## config.mk

```make
export PLATFORM = sky130hd
export DESIGN_NAME = hpdcache_wbuf_send_sched_flat
export DESIGN_NICKNAME = d
export VERILOG_FILES = /design/src/rtl/hpdcache_wbuf_send_sched_if.sv /design/src/rtl/hpdcache_wbuf_send_sched.sv /design/src/flat_wrapper.sv
export SDC_FILE = /design/constraint.sdc
export NUM_CORES = 1
export LEC_CHECK = 0
export CELL_PAD_IN_SITES_DETAIL_PLACEMENT = 0
export CELL_PAD_IN_SITES_GLOBAL_PLACEMENT = 1
export CORE_MARGIN = 3
export CORE_UTILIZATION = 40
export CTS_CLUSTER_SIZE = 12
export DETAILED_ROUTE_END_ITERATION = 8
export HOLD_SLACK_MARGIN = 0.02
export PLACE_DENSITY_LB_ADDON = 0.1
export RECOVER_POWER = 100
export REMOVE_ABC_BUFFERS = 1
export SLEW_MARGIN = 30
export SYNTH_ARGS = -nofsm -noshare
export SYNTH_HDL_FRONTEND = slang
export SYNTH_SLANG_ARGS = --single-unit
```

## constraint.sdc

```tcl
create_clock -name clk_i -period 5.6 [get_ports clk_i]
set_input_delay 1.12 -clock clk_i [delete_from_list [all_inputs] [get_ports clk_i]]
set_output_delay 1.12 -clock clk_i [all_outputs]
set_load 0.02 [all_outputs]
```

## src/rtl/hpdcache_wbuf_send_sched_if.sv

```systemverilog
// hpdcache_wbuf_send_sched_if: write-buffer scheduler command/send/ack bundle.
//   master (directory side): drives cfg, alloc/write/close/flush, send_ready, ack;
//     observes send_valid/send_idx offer and free/busy status.
//   slave (scheduler side): the mirror image.
interface hpdcache_wbuf_send_sched_if #(
    parameter int ENTRIES       = 16,
    parameter int TIMECNT_WIDTH = 4
);
    localparam int IDX_W = $clog2(ENTRIES);
    logic [TIMECNT_WIDTH-1:0] cfg_threshold_i;
    logic                     cfg_reset_timecnt_on_write_i;
    logic                     alloc_i;
    logic [IDX_W-1:0]         alloc_idx_i;
    logic                     write_i;
    logic [IDX_W-1:0]         write_idx_i;
    logic                     close_i;
    logic [IDX_W-1:0]         close_idx_i;
    logic                     flush_all_i;
    logic                     send_valid_o;
    logic [IDX_W-1:0]         send_idx_o;
    logic                     send_ready_i;
    logic                     ack_i;
    logic [IDX_W-1:0]         ack_idx_i;
    logic [ENTRIES-1:0]       free_o;
    logic                     busy_o;
    modport master (
        output cfg_threshold_i, cfg_reset_timecnt_on_write_i, alloc_i, alloc_idx_i,
               write_i, write_idx_i, close_i, close_idx_i, flush_all_i,
               send_ready_i, ack_i, ack_idx_i,
        input  send_valid_o, send_idx_o, free_o, busy_o
    );
    modport slave (
        input  cfg_threshold_i, cfg_reset_timecnt_on_write_i, alloc_i, alloc_idx_i,
               write_i, write_idx_i, close_i, close_idx_i, flush_all_i,
               send_ready_i, ack_i, ack_idx_i,
        output send_valid_o, send_idx_o, free_o, busy_o
    );
endinterface

```

## src/rtl/hpdcache_wbuf_send_sched.sv

```systemverilog
// hpdcache_wbuf_send_sched: per-entry FREE/OPEN/PEND/SENT tracking, OPEN-entry aging and round-robin send grant.
//   clk_i, rst_i : clock, synchronous active-high reset
//   bus (slave)  : cfg threshold/reset-on-write, alloc/write/close/flush commands,
//                  send_valid/send_idx/send_ready offer, ack, free/busy status
module hpdcache_wbuf_send_sched #(
    parameter int ENTRIES       = 16,
    parameter int TIMECNT_WIDTH = 4,
    parameter int IDX_W         = $clog2(ENTRIES)
) (
    input logic                         clk_i,
    input logic                         rst_i,
    hpdcache_wbuf_send_sched_if.slave   bus
);
    typedef enum logic [1:0] {FREE, OPEN, PEND, SENT} state_e;

    state_e                   r_state [ENTRIES];
    logic [TIMECNT_WIDTH-1:0] r_cnt   [ENTRIES];
    logic [IDX_W-1:0]         r_ptr, r_lock_idx;
    logic                     r_lock;
    logic [IDX_W-1:0]         w_rr_idx, w_send_idx;
    logic                     w_found, w_send_valid, w_hs;
    logic [ENTRIES-1:0]       w_pend, w_free, w_alloc, w_close, w_clr, w_ack;

    always_comb begin
        for (int e = 0; e < ENTRIES; e++) begin
            w_pend[e]  = r_state[e] == PEND;
            w_free[e]  = r_state[e] == FREE;
            w_alloc[e] = bus.alloc_i && bus.alloc_idx_i == IDX_W'(e);
            w_close[e] = bus.close_i && bus.close_idx_i == IDX_W'(e);
            w_clr[e]   = bus.write_i && bus.write_idx_i == IDX_W'(e) && bus.cfg_reset_timecnt_on_write_i;
            w_ack[e]   = bus.ack_i && bus.ack_idx_i == IDX_W'(e);
        end
    end

    // first PEND entry at or after the pointer, wrapping modulo ENTRIES
    always_comb begin
        logic [IDX_W-1:0] j;
        j        = '0;
        w_rr_idx = '0;
        w_found  = 1'b0;
        for (int k = 0; k < ENTRIES; k++) begin
            j = IDX_W'((int'(r_ptr) + k) % ENTRIES);
            if (!w_found && w_pend[j]) begin
                w_found  = 1'b1;
                w_rr_idx = j;
            end
        end
    end

    // a stalled offer is held so a newly PEND entry cannot steal it
    assign w_send_valid     = r_lock | (|w_pend);
    assign w_send_idx       = r_lock ? r_lock_idx : w_rr_idx;
    assign w_hs             = w_send_valid & bus.send_ready_i;
    assign bus.send_valid_o = w_send_valid;
    assign bus.send_idx_o   = w_send_idx;
    assign bus.free_o       = w_free;
    assign bus.busy_o       = ~&w_free;

    always_ff @(posedge clk_i) begin
        if (rst_i) begin
            for (int e = 0; e < ENTRIES; e++) begin
                r_state[e] <= FREE;
                r_cnt[e]   <= '0;
            end
            r_ptr      <= '0;
            r_lock     <= 1'b0;
            r_lock_idx <= '0;
        end else begin
            for (int e = 0; e < ENTRIES; e++) begin
                case (r_state[e])
                    FREE: if (w_alloc[e]) begin
                        r_state[e] <= (w_close[e] | bus.flush_all_i) ? PEND : OPEN;
                        r_cnt[e]   <= '0;
                    end
                    OPEN: begin
                        r_cnt[e] <= w_clr[e] ? '0 : r_cnt[e] + TIMECNT_WIDTH'(~&r_cnt[e]);
                        if (w_close[e] | bus.flush_all_i | (!w_clr[e] && r_cnt[e] >= bus.cfg_threshold_i))
                            r_state[e] <= PEND;
                    end
                    PEND: if (w_hs && w_send_idx == IDX_W'(e)) r_state[e] <= SENT;
                    SENT: if (w_ack[e]) r_state[e] <= FREE;
                    default: ;
                endcase
            end
            if (w_hs) begin
                r_lock <= 1'b0;
                r_ptr  <= w_send_idx == IDX_W'(ENTRIES - 1) ? '0 : w_send_idx + IDX_W'(1);
            end else if (w_send_valid) begin
                r_lock     <= 1'b1;
                r_lock_idx <= w_send_idx;
            end
        end
    end

    always_ff @(posedge clk_i) begin
        if (!rst_i) begin
            assert (!bus.alloc_i || r_state[bus.alloc_idx_i] == FREE)
                else $error("alloc to non-free entry %0d", bus.alloc_idx_i);
            assert (!bus.ack_i || r_state[bus.ack_idx_i] == SENT)
                else $error("ack to non-sent entry %0d", bus.ack_idx_i);
        end
    end
endmodule

```

## src/flat_wrapper.sv

```systemverilog
// flat-port wrapper written by rule: the top's interface ports become plain ports
module hpdcache_wbuf_send_sched_flat 
#(
    parameter int ENTRIES       = 16,
    parameter int TIMECNT_WIDTH = 4,
    parameter int IDX_W         = $clog2(ENTRIES)
)
  (clk_i, rst_i, bus_cfg_threshold_i, bus_cfg_reset_timecnt_on_write_i, bus_alloc_i, bus_alloc_idx_i, bus_write_i, bus_write_idx_i, bus_close_i, bus_close_idx_i, bus_flush_all_i, bus_send_ready_i, bus_ack_i, bus_ack_idx_i, bus_send_valid_o, bus_send_idx_o, bus_free_o, bus_busy_o);
  hpdcache_wbuf_send_sched_if #(.ENTRIES(ENTRIES), .TIMECNT_WIDTH(TIMECNT_WIDTH)) bus_i ();
  input logic clk_i;
  input logic rst_i;
  input wire logic [$bits(bus_i.cfg_threshold_i)-1:0] bus_cfg_threshold_i;
  input wire logic [$bits(bus_i.cfg_reset_timecnt_on_write_i)-1:0] bus_cfg_reset_timecnt_on_write_i;
  input wire logic [$bits(bus_i.alloc_i)-1:0] bus_alloc_i;
  input wire logic [$bits(bus_i.alloc_idx_i)-1:0] bus_alloc_idx_i;
  input wire logic [$bits(bus_i.write_i)-1:0] bus_write_i;
  input wire logic [$bits(bus_i.write_idx_i)-1:0] bus_write_idx_i;
  input wire logic [$bits(bus_i.close_i)-1:0] bus_close_i;
  input wire logic [$bits(bus_i.close_idx_i)-1:0] bus_close_idx_i;
  input wire logic [$bits(bus_i.flush_all_i)-1:0] bus_flush_all_i;
  input wire logic [$bits(bus_i.send_ready_i)-1:0] bus_send_ready_i;
  input wire logic [$bits(bus_i.ack_i)-1:0] bus_ack_i;
  input wire logic [$bits(bus_i.ack_idx_i)-1:0] bus_ack_idx_i;
  output wire logic [$bits(bus_i.send_valid_o)-1:0] bus_send_valid_o;
  output wire logic [$bits(bus_i.send_idx_o)-1:0] bus_send_idx_o;
  output wire logic [$bits(bus_i.free_o)-1:0] bus_free_o;
  output wire logic [$bits(bus_i.busy_o)-1:0] bus_busy_o;
  assign bus_i.cfg_threshold_i = bus_cfg_threshold_i;
  assign bus_i.cfg_reset_timecnt_on_write_i = bus_cfg_reset_timecnt_on_write_i;
  assign bus_i.alloc_i = bus_alloc_i;
  assign bus_i.alloc_idx_i = bus_alloc_idx_i;
  assign bus_i.write_i = bus_write_i;
  assign bus_i.write_idx_i = bus_write_idx_i;
  assign bus_i.close_i = bus_close_i;
  assign bus_i.close_idx_i = bus_close_idx_i;
  assign bus_i.flush_all_i = bus_flush_all_i;
  assign bus_i.send_ready_i = bus_send_ready_i;
  assign bus_i.ack_i = bus_ack_i;
  assign bus_i.ack_idx_i = bus_ack_idx_i;
  assign bus_send_valid_o = bus_i.send_valid_o;
  assign bus_send_idx_o = bus_i.send_idx_o;
  assign bus_free_o = bus_i.free_o;
  assign bus_busy_o = bus_i.busy_o;
  hpdcache_wbuf_send_sched #(.ENTRIES(ENTRIES), .TIMECNT_WIDTH(TIMECNT_WIDTH), .IDX_W(IDX_W)) u_core (.clk_i(clk_i), .rst_i(rst_i), .bus(bus_i));
endmodule
```

==> impl_metrics.yaml, run 1 <==
worst_setup_path:
  endpoint_kind: "output port"
  cp-start-kind: "flip-flop"
  slowest_delay_ps: 630
  slowest_stage: "clkdlybuf4s50_1"
  path_max_fanout: 9
  cpLargestDelayFamily: "compound AO/OA/AOI/OAI gates"
  worst-path-buf-inv: 4
  crit_type: "reg2out"
  cp_common_cell: "buf_4"
  arrival_ps: 4380
  critPathRequiredTime_ps: 4480
  cp_cell_sequence: "clkinvlp_4 > buf_4 > ha_1 > xor2_2 > buf_4 > mux4_2 > o22a_1 > a22oi_1 > o21ai_0 > a221oi_1 > o211ai_1 > a31oi_2 > clkdlybuf4s50_1"
clock_tree:
  cts_max_path_buffers: 2
  cts_root_buf: "clkbuf_16"
  tritoncts: "built"
  clkLatencyLatePin_ps: 370
  clk_pin_slew_ps: 90
  hold_buffers: 0
  cts.sinks: 105
  htree_levels: 3
  numCtsBuffers: 9
floorplan:
  initial_utilization: 0.412
  rows: 60
  fp.dieW_um: 173
  pin_count: 51
  core_um2: 27300
  dieArea_um2: 30100
  die_y_um: 173
global_route:
  grt_pass1_vias: 9843
  track_usage: 0.255
  grt-ovfl-total: 0
  antenna_found_initial: 1
  grt_first_pass_wirelength_mm: 59.6
  grt_max_degree: 33
placement:
  port_buffers: 50
  dp_hpwl_mm: 31.0
  placed_cell_area_um2: 12300
  routabilityCongestion: 0.983
layout:
  multi_input_area_um2: 7660
  nFillCells: 2742
  area_growth_pct: 12.8
  drive_above_1_share: 0.115
  antennaDiodeCount: 0
  fin_area_um2: 12700
  final_core_util: 0.465
  seq_area_um2: 3060
  nNetsFinal: 1462
yosys:
  syn_inst: 1273
  synth_area_leaders: "edfxtp_1 (26%), ha_1 (12%), mux4_2 (6.8%), nor2_1 (5.4%), o21ai_0 (3.3%)"
  async_reset_ff_frac: 0
  synth.cell_area_um2: 11200
  synth.top_cells.by_count: "nor2_1 (160), ha_1 (104), edfxtp_1 (96)"
  yosys.area.top_type_share: 0.257
  ys_warn_count: 0
  ys_types: 93
  yosysSeqAreaShare: 0.273
  synth_edf_count: 96
  synth_seq_cells: 105
  synth_top_area_cell: "edfxtp_1"
  postSynthAreaPerCell_um2: 8.82
  synth_ff_type: "edfxtp_1"
  yosysMostFrequentCell: "nor2_1"
power_and_ir_drop:
  peakVddDrop_mv: 0.242
  leakage_nw: 5.16
  powerDensity_nw_per_um2: 518
drt:
  first_iter_violations: 1051
  viasPerCell: 6.09
  wire_per_inst_um: 22.9
  totalWireLength_mm: 39.1
  ant_nets: 0
  vias: 10392
  drc_errors: 0
  first_pass_iters: 5
sta:
  skew_ps: 9.27
  maxSlewHeadroom: 0.218
  setup_viol: 0
  period_share: 0.982
  fmax_mhz: 182
  maxSlewViolCount: 0
  worst_slew_pin_slew_ps: 1170
  hold_violations: 0
  min_period_ps: 5500
run_status:
  status: "completed"
min_path:
  min_path_type: "reg2reg"
flow_run:
  maxCapViolations: 0
==> layout by cell type (no fill, tap or decap), types with 15 or more instances in the layout <==
| cell type | instances |
|---|---|
| edfxtp_1 | 96 |
| ha_1 | 103 |
| nand4_1 | 57 |
| o21ai_0 | 74 |
| nand2b_1 | 40 |
| mux4_2 | 34 |
| buf_4 | 38 |
| nor2_1 | 160 |
| nand3_1 | 40 |
| nor2b_1 | 31 |
| a21oi_1 | 56 |
| o21a_1 | 16 |
| xor2_1 | 20 |
| or3_1 | 15 |
| a21o_1 | 38 |
| clkdlybuf4s50_1 | 28 |
| nand2_1 | 79 |
| xnor2_1 | 30 |
| dlygate4sd3_1 | 18 |
| inv_1 | 75 |
==> worst register-to-register path, delay by kind of cell (launching register included) <==
family                     cells  cell delay [ps]
AOI/OAI and AO/OA              6             1550
DFF                            1              420
and+or+nand+nor                3              980
xor gates and xnor gates       1              280
buffers and inverters          5             1130
muxes                          1              270
adders and majority gates      1              260
==> worst paths after layout <==
kind / from / end / slack (ps) / cells after the start
min reg2reg: u_core.r_lock_idx[1]$_SDFFE_PP0P_ / u_core.r_lock_idx[1]$_SDFFE_PP0P_ / 510 / 2
min: u_core.r_lock_idx[1]$_SDFFE_PP0P_ / u_core.r_lock_idx[1]$_SDFFE_PP0P_ / 510 / 2
max: u_core.r_ptr[1]$_SDFFE_PP0P_ / bus_send_idx_o[3] / 100 / 13
max reg2reg: u_core.r_ptr[1]$_SDFFE_PP0P_ / u_core.r_state[0][27]$_SDFFCE_PP0P_ / 440 / 17
==> kinds of logic after synthesis <==
kind of cell | Yosys count | share of synthesized area
buffers and inverters | 131 | 0.0488
xor gates and xnor gates | 51 | 0.0405
AOI/OAI and AO/OA | 298 | 0.180
adders and majority gates | 104 | 0.116
and+or+nand+nor | 524 | 0.249
muxes | 60 | 0.0925
DFF | 105 | 0.273
==> sequential cells by signal (all words and copies together), names as in the netlist <==
name / count
u_core.r_state: 32
u_core.r_cnt: 64
u_core.r_lock: 1
u_core.r_ptr: 4
u_core.r_lock_idx: 4
==> final cells by class <==
type	count	share of cell area
clock buffer	9	0.0178
clock inverter	7	0.00721
inverter	82	0.0248
multi-input combinational	1037	0.605
sequential	105	0.242
tap	372	0.0368
timing repair buffer	94	0.0661
==> per-stage QoR <==
stage / std cells / setup slack [ps] / power (W) / hold WS, ps / setup TNS [ps]
final: 1706 / 100 / 0.00656 / 510 / 0
after global routing: 1706 / -22.8 / 0.00693 / 547 / -22.8
after CTS: 1703 / 10.8 / 0.00640 / 520 / 0
after detailed placement: 1686 / 275 / 0.00566 / 505 / 0
after global placement: 1686 / 352 / 0.00571 / 484 / 0
after floorplan: 1224 / -302 / 0.00402 / 461 / -3370
==> repair_timing <==
item                                    4_1_cts  5_1_grt
endpoints found under the setup margin        4        4
pin swaps                                     1        2
buffers inserted                              1        3
resized for setup                             4       14
==> metal layers <==
layer | global-route usage | routed length, um | vias to the layer above
li1 | - | - | 4882
met1 | 0.366 | 18100 | 5017
met2 | 0.391 | 17100 | 432
met3 | 0.0552 | 3180 | 57
met4 | 0.0625 | 756 | 4
met5 | 0 | 27 | -
==> power breakdown <==
part	leakage [nW]	internal, W	switching [W]	total [W]
clock network	0.152	0.000325	0.000362	0.000686
logic	3.91	0.00178	0.00296	0.00474
registers	1.09	0.000988	0.000148	0.00114
Power figures use the tool's default switching activity.
==> inputs of run 2 (changes only) <==
- CORE_ASPECT_RATIO: unset -> 0.75
==> run 2 against run 1 <==
Compared with the run above:
- the flow now finishes with violations (max-capacitance violations, max-slew violations)
- sequential power is essentially flat
- utilization shrank 0.26 points
- register-to-register slack lost 270 ps
- final area shrank 0.51%
- critical path type unchanged
- largest cell class unchanged
- highest routed layer is now met4
==> impl_metrics.yaml, run 2 (synthesis results as in run 1) <==
floorplan:
  pin_count: 51
  dieArea_um2: 30100
  die_y_um: 151
  initial_utilization: 0.412
  core_um2: 27300
  rows: 52
  fp.dieW_um: 199
sta:
  maxSlewHeadroom: -0.116
  skew_ps: 7.64
  setup_viol: 0
  tns_ps: 0
  period_share: 0.991
  min_period_ps: 5550
  grt_setup_unrepaired: "true"
  hold_violations: 0
  worst_slew_pin_slew_ps: 1670
  maxSlewViolCount: 35
  fmax_mhz: 180
global_route:
  grt-ovfl-total: 0
  antenna_found_initial: 0
  grt_first_pass_wirelength_mm: 59.0
  track_usage: 0.260
  grt_pass1_vias: 9499
  grt_max_degree: 35
clock_tree:
  cts.sinks: 105
  clkLatencyLatePin_ps: 370
  numCtsBuffers: 9
  cts_max_path_buffers: 2
  clk_pin_slew_ps: 70
  htree_levels: 3
  tritoncts: "built"
  hold_buffers: 0
  cts_root_buf: "clkbuf_16"
placement:
  routabilityCongestion: 0.950
  dp_hpwl_mm: 31.3
  port_buffers: 50
worst_setup_path:
  timing.rr.start: "u_core.r_ptr[1]$_SDFFE_PP0P_"
  slowest_delay_ps: 640
  crit_start: "u_core.r_ptr[1]$_SDFFE_PP0P_"
  timing.critical_path.to: "bus_send_idx_o[3]"
  regToRegSetupSlack_ps: 170
  critPathRequiredTime_ps: 4480
  cp-start-kind: "flip-flop"
  crit_type: "reg2out"
  worst_r2r_path_depth: 16
  r2r_end: "u_core.r_state[0][27]$_SDFFCE_PP0P_"
  arrival_ps: 4430
  slowest_stage: "clkdlybuf4s50_1"
  path_max_fanout: 5
  endpoint_kind: "output port"
  cp_cell_sequence: "clkinv_1 > ha_1 > inv_2 > mux4_2 > mux4_2 > o2111ai_1 > o31ai_1 > o211ai_1 > o211ai_1 > a31oi_2 > clkdlybuf4s50_1"
flow_run:
  maxCapViolations: 1
run_status:
  status: "finished, violations left"
  violations: "max-capacitance violations, max-slew violations"
drt:
  vias: 10360
  drc_errors: 0
  first_iter_violations: 1034
  totalWireLength_mm: 39.2
  ant_nets: 0
  viasPerCell: 6.14
  first_pass_iters: 6
  wire_per_inst_um: 23.2
layout:
  nNetsFinal: 1463
  layout_common_cells: "nor2_1 (160), ha_1 (104), edfxtp_1 (96), nand2_1 (79), o21ai_0 (76)"
  area_growth_pct: 12.2
  drive_above_1_share: 0.113
  top_register: "u_core.r_cnt"
  mostFrequentLayoutCell: "nor2_1"
  largest_reg_flops: 64
  final_core_util: 0.462
  top_regs: "u_core.r_cnt x64, u_core.r_state x32"
  antennaDiodeCount: 0
min_path:
  min_path_type: "reg2reg"
power_and_ir_drop:
  peakVddDrop_mv: 0.475
  powerDensity_nw_per_um2: 522
  leakage_nw: 5.14
run 2: how the worst min path moves through the flow:
stage                                       from                                 to  depth (start not counted)
2_1_floorplan  u_core.r_lock_idx[0]$_SDFFE_PP0P_  u_core.r_lock_idx[0]$_SDFFE_PP0P_                          2
3_3_place_gp   u_core.r_lock_idx[1]$_SDFFE_PP0P_  u_core.r_lock_idx[1]$_SDFFE_PP0P_                          2
3_5_place_dp   u_core.r_lock_idx[1]$_SDFFE_PP0P_  u_core.r_lock_idx[1]$_SDFFE_PP0P_                          2
4_1_cts        u_core.r_lock_idx[1]$_SDFFE_PP0P_  u_core.r_lock_idx[1]$_SDFFE_PP0P_                          2
5_1_grt        u_core.r_lock_idx[1]$_SDFFE_PP0P_  u_core.r_lock_idx[1]$_SDFFE_PP0P_                          2
6_report       u_core.r_lock_idx[1]$_SDFFE_PP0P_  u_core.r_lock_idx[1]$_SDFFE_PP0P_                          2
run 2: layout make-up:
| cell class | count | area (um^2) |
|---|---|---|
| inverters | 82 | 312 |
| flip-flops and latches | 105 | 3060 |
| clock inverters | 7 | 76.3 |
| repair buffers | 95 | 837 |
| well taps | 351 | 439 |
| clock buffers | 9 | 225 |
| fillers | 2683 | 14700 |
| multi-input cells | 1037 | 7640 |
run 2: timing repair:
action                                  CTS  global route
setup buffers                             0             1
endpoints found under the setup margin    1             4
gates cloned                              0             0
pin swaps                                 0             1
gates resized for setup                   1            14
run 2: power breakdown:
group / internal, W / switching [W]
clock: 0.000353 / 0.000330
combinational: 0.00177 / 0.00299
sequential: 0.000987 / 0.000151
total: 0.00311 / 0.00347
run 2: layer usage:
layer	up-vias	wire [um]	track usage
li1	4892	-	-
met1	4910	18600	0.392
met2	496	15400	0.361
met3	62	4410	0.0834
met4	0	759	0.0558
met5	-	0	0
run 2: worst max-delay path: cells and delay by family (launching register included):
kind / cells / cell delay (ps)
compound gates: 5 / 1150
mux: 2 / 1100
buf+inv: 3 / 1000
fa+ha+maj: 1 / 430
flops: 1 / 370
run 2: through the flow:
step / power, W / std cells / hold WS [ps] / cell area (um^2) / setup slack, ps
2_1_floorplan: 0.00402 / 1224 / 461 / 11000 / -302
3_3_place_gp: 0.00580 / 1669 / 494 / 12300 / 499
3_5_place_dp: 0.00573 / 1669 / 501 / 12300 / 400
4_1_cts: 0.00644 / 1685 / 513 / 12600 / 30.1
5_1_grt: 0.00693 / 1686 / 536 / 12600 / -81.0
6_report: 0.00658 / 1686 / 508 / 12600 / 52.6
==> inputs of run 3 (changes only) <==
- REMOVE_ABC_BUFFERS: 1 -> unset
- SLEW_MARGIN: 30 -> 20
==> run 3 against run 2 <==
Compared with the run above:
- the run now ends clean
- worst hold slack improved by 12 ps
- combinational power barely moved
- largest cell class unchanged
- die area did not move
- sequential power barely moved
- global-route usage rose by 0.49 points
- total power fell by 1.0%
- critical path type unchanged
- cell count rose by 0.12%
- fmax rose by 2.0%
- largest power group unchanged
- sequential cell count did not move
- non-clock buffer count rose by 2
- first-iteration DRC count fell by 3.4%
- clock skew fell by 0.90 ps
==> impl_metrics.yaml, run 3 (synthesis results as in run 1) <==
run_status:
  status: "completed"
clock_tree:
  hold_buffers: 0
  clk_pin_slew_ps: 70
  cts_root_buf: "clkbuf_16"
  cts_max_path_buffers: 2
  cts.sinks: 105
  clkLatencyLatePin_ps: 360
  htree_levels: 3
  numCtsBuffers: 9
  tritoncts: "built"
sta:
  grt_setup_unrepaired: "false"
  period_share: 0.971
  maxSlewViolCount: 0
  worst_slew_pin_slew_ps: 1200
  min_period_ps: 5440
  tns_ps: 0
  hold_violations: 0
  fin_ws_ps: 162
  fmax_mhz: 184
  setup_viol: 0
  maxSlewHeadroom: 0.199
  skew_ps: 6.75
worst_setup_path:
  r2r_end: "u_core.r_state[0][24]$_SDFFCE_PP0P_"
  timing.rr.start: "u_core.r_ptr[1]$_SDFFE_PP0P_"
  path_max_fanout: 8
  arrival_ps: 4320
  critPathRequiredTime_ps: 4480
  endpoint_kind: "output port"
  worst_r2r_path_depth: 15
  crit_type: "reg2out"
  regToRegSetupSlack_ps: 280
  cp-start-kind: "flip-flop"
layout:
  layout_common_cells: "nor2_1 (160), ha_1 (103), edfxtp_1 (96), nand2_1 (79), o21ai_0 (76)"
  antennaDiodeCount: 0
  mostFrequentLayoutCell: "nor2_1"
  top_register: "u_core.r_cnt"
  seq_area_um2: 3060
  drive_above_1_share: 0.113
  multi_input_area_um2: 7650
  largest_reg_flops: 64
  nNetsFinal: 1465
  area_growth_pct: 11.8
  nFillCells: 2720
  top_regs: "u_core.r_cnt x64, u_core.r_state x32"
global_route:
  grt_pass1_vias: 9779
  grt_first_pass_wirelength_mm: 60.2
  antenna_found_initial: 0
  grt_max_degree: 28
  track_usage: 0.265
  grt-ovfl-total: 0
drt:
  first_iter_violations: 999
  viasPerCell: 6.14
  vias: 10356
  ant_nets: 0
  drc_errors: 0
  first_pass_iters: 8
  totalWireLength_mm: 39.3
  wire_per_inst_um: 23.3
placement:
  place_ws_ps: 400
  routabilityCongestion: 1.02
  port_buffers: 50
  dp_hpwl_mm: 31.6
min_path:
  min_path_cells: 2
  min_to: "u_core.r_lock_idx[1]$_SDFFE_PP0P_"
  hold_start: "u_core.r_lock_idx[1]$_SDFFE_PP0P_"
  min_path_type: "reg2reg"
floorplan:
  fp.dieW_um: 199
  rows: 52
  initial_utilization: 0.412
  die_y_um: 151
  pin_count: 51
  core_um2: 27300
  dieArea_um2: 30100
power_and_ir_drop:
  peakVddDrop_mv: 0.592
  powerDensity_nw_per_um2: 519
  leakage_nw: 5.11
flow_run:
  maxCapViolations: 0
yosys:
  syn_nets: 1406
## run 3: changes by cell type in the layout (fill, tap and decap cells not counted), moves of 2 or more
cell	change
xnor2_1	-2
xnor2_2	+2
clkbuf_4	+2
clkbuf_1	+6
clkdlybuf4s50_1	+2
## run 3: where the power goes
group | total [W] | internal [W] | switching, W
Combinational | 0.00476 | 0.00175 | 0.00300
Sequential | 0.00114 | 0.000988 | 0.000150
Clock | 0.000618 | 0.000305 | 0.000313
## run 3: cell type report
cell class | instances | area share
well taps | 351 | 0.0350
multi-input cells | 1037 | 0.610
clock buffers | 12 | 0.0188
repair buffers | 97 | 0.0652
clock inverters | 4 | 0.00229
flip-flops and latches | 105 | 0.244
inverters | 82 | 0.0245
## run 3: what timing repair did
action                                  CTS  global route
gates resized for setup                   1            16
endpoints found under the setup margin    1             4
hold endpoints to repair                  0             0
setup buffers                             0             1
pin swaps                                 0             1
## run 3: routing by layer
metal | global-route usage | vias to the layer above | part of all wire
li1 | - | 4894 | -
met1 | 0.407 | 4912 | 0.48
met2 | 0.367 | 505 | 0.39
met3 | 0.0745 | 43 | 0.11
met4 | 0.0530 | 2 | 0.015
met5 | 0.0168 | - | 0.0016
## run 3: how the worst max path moves through the flow
stage,startpoint,endpoint,slack (ps)
3_5_place_dp,u_core.r_ptr[1]$_SDFFE_PP0P_,bus_send_idx_o[1],400
5_1_grt,u_core.r_ptr[1]$_SDFFE_PP0P_,bus_send_idx_o[1],3
2_1_floorplan,u_core.r_ptr[1]$_SDFFE_PP0P_,bus_send_idx_o[1],260
3_3_place_gp,u_core.r_ptr[1]$_SDFFE_PP0P_,bus_send_idx_o[1],440
6_report,u_core.r_ptr[1]$_SDFFE_PP0P_,bus_send_idx_o[1],160
4_1_cts,u_core.r_ptr[1]$_SDFFE_PP0P_,bus_send_idx_o[2],70
## run 3: critical path, stage by stage, from the launching register on
cell             delay (ps)
dfxtp_1                 330
clkinv_1                180
ha_2                    450
buf_4                   200
mux4_2                  520
a22oi_2                 220
o211ai_1                180
nor4_2                  360
and3_1                  310
o2111ai_1               180
a31o_1                  280
a21oi_4                 130
inv_1                    70
clkdlybuf4s50_1         540
## run 3: per-stage QoR
| step | area (um^2) | hold WS [ps] | std cells | util | power [W] |
|---|---|---|---|---|---|
| floorplan | 11200 | 461 | 1273 | - | 0.00413 |
| global placement | 12300 | 485 | 1671 | 0.450 | 0.00584 |
| detailed placement | 12300 | 502 | 1671 | 0.450 | 0.00574 |
| CTS | 12500 | 517 | 1687 | 0.460 | 0.00639 |
| global route | 12500 | 549 | 1688 | 0.460 | 0.00690 |
| finish | 12500 | 520 | 1688 | 0.460 | 0.00651 |
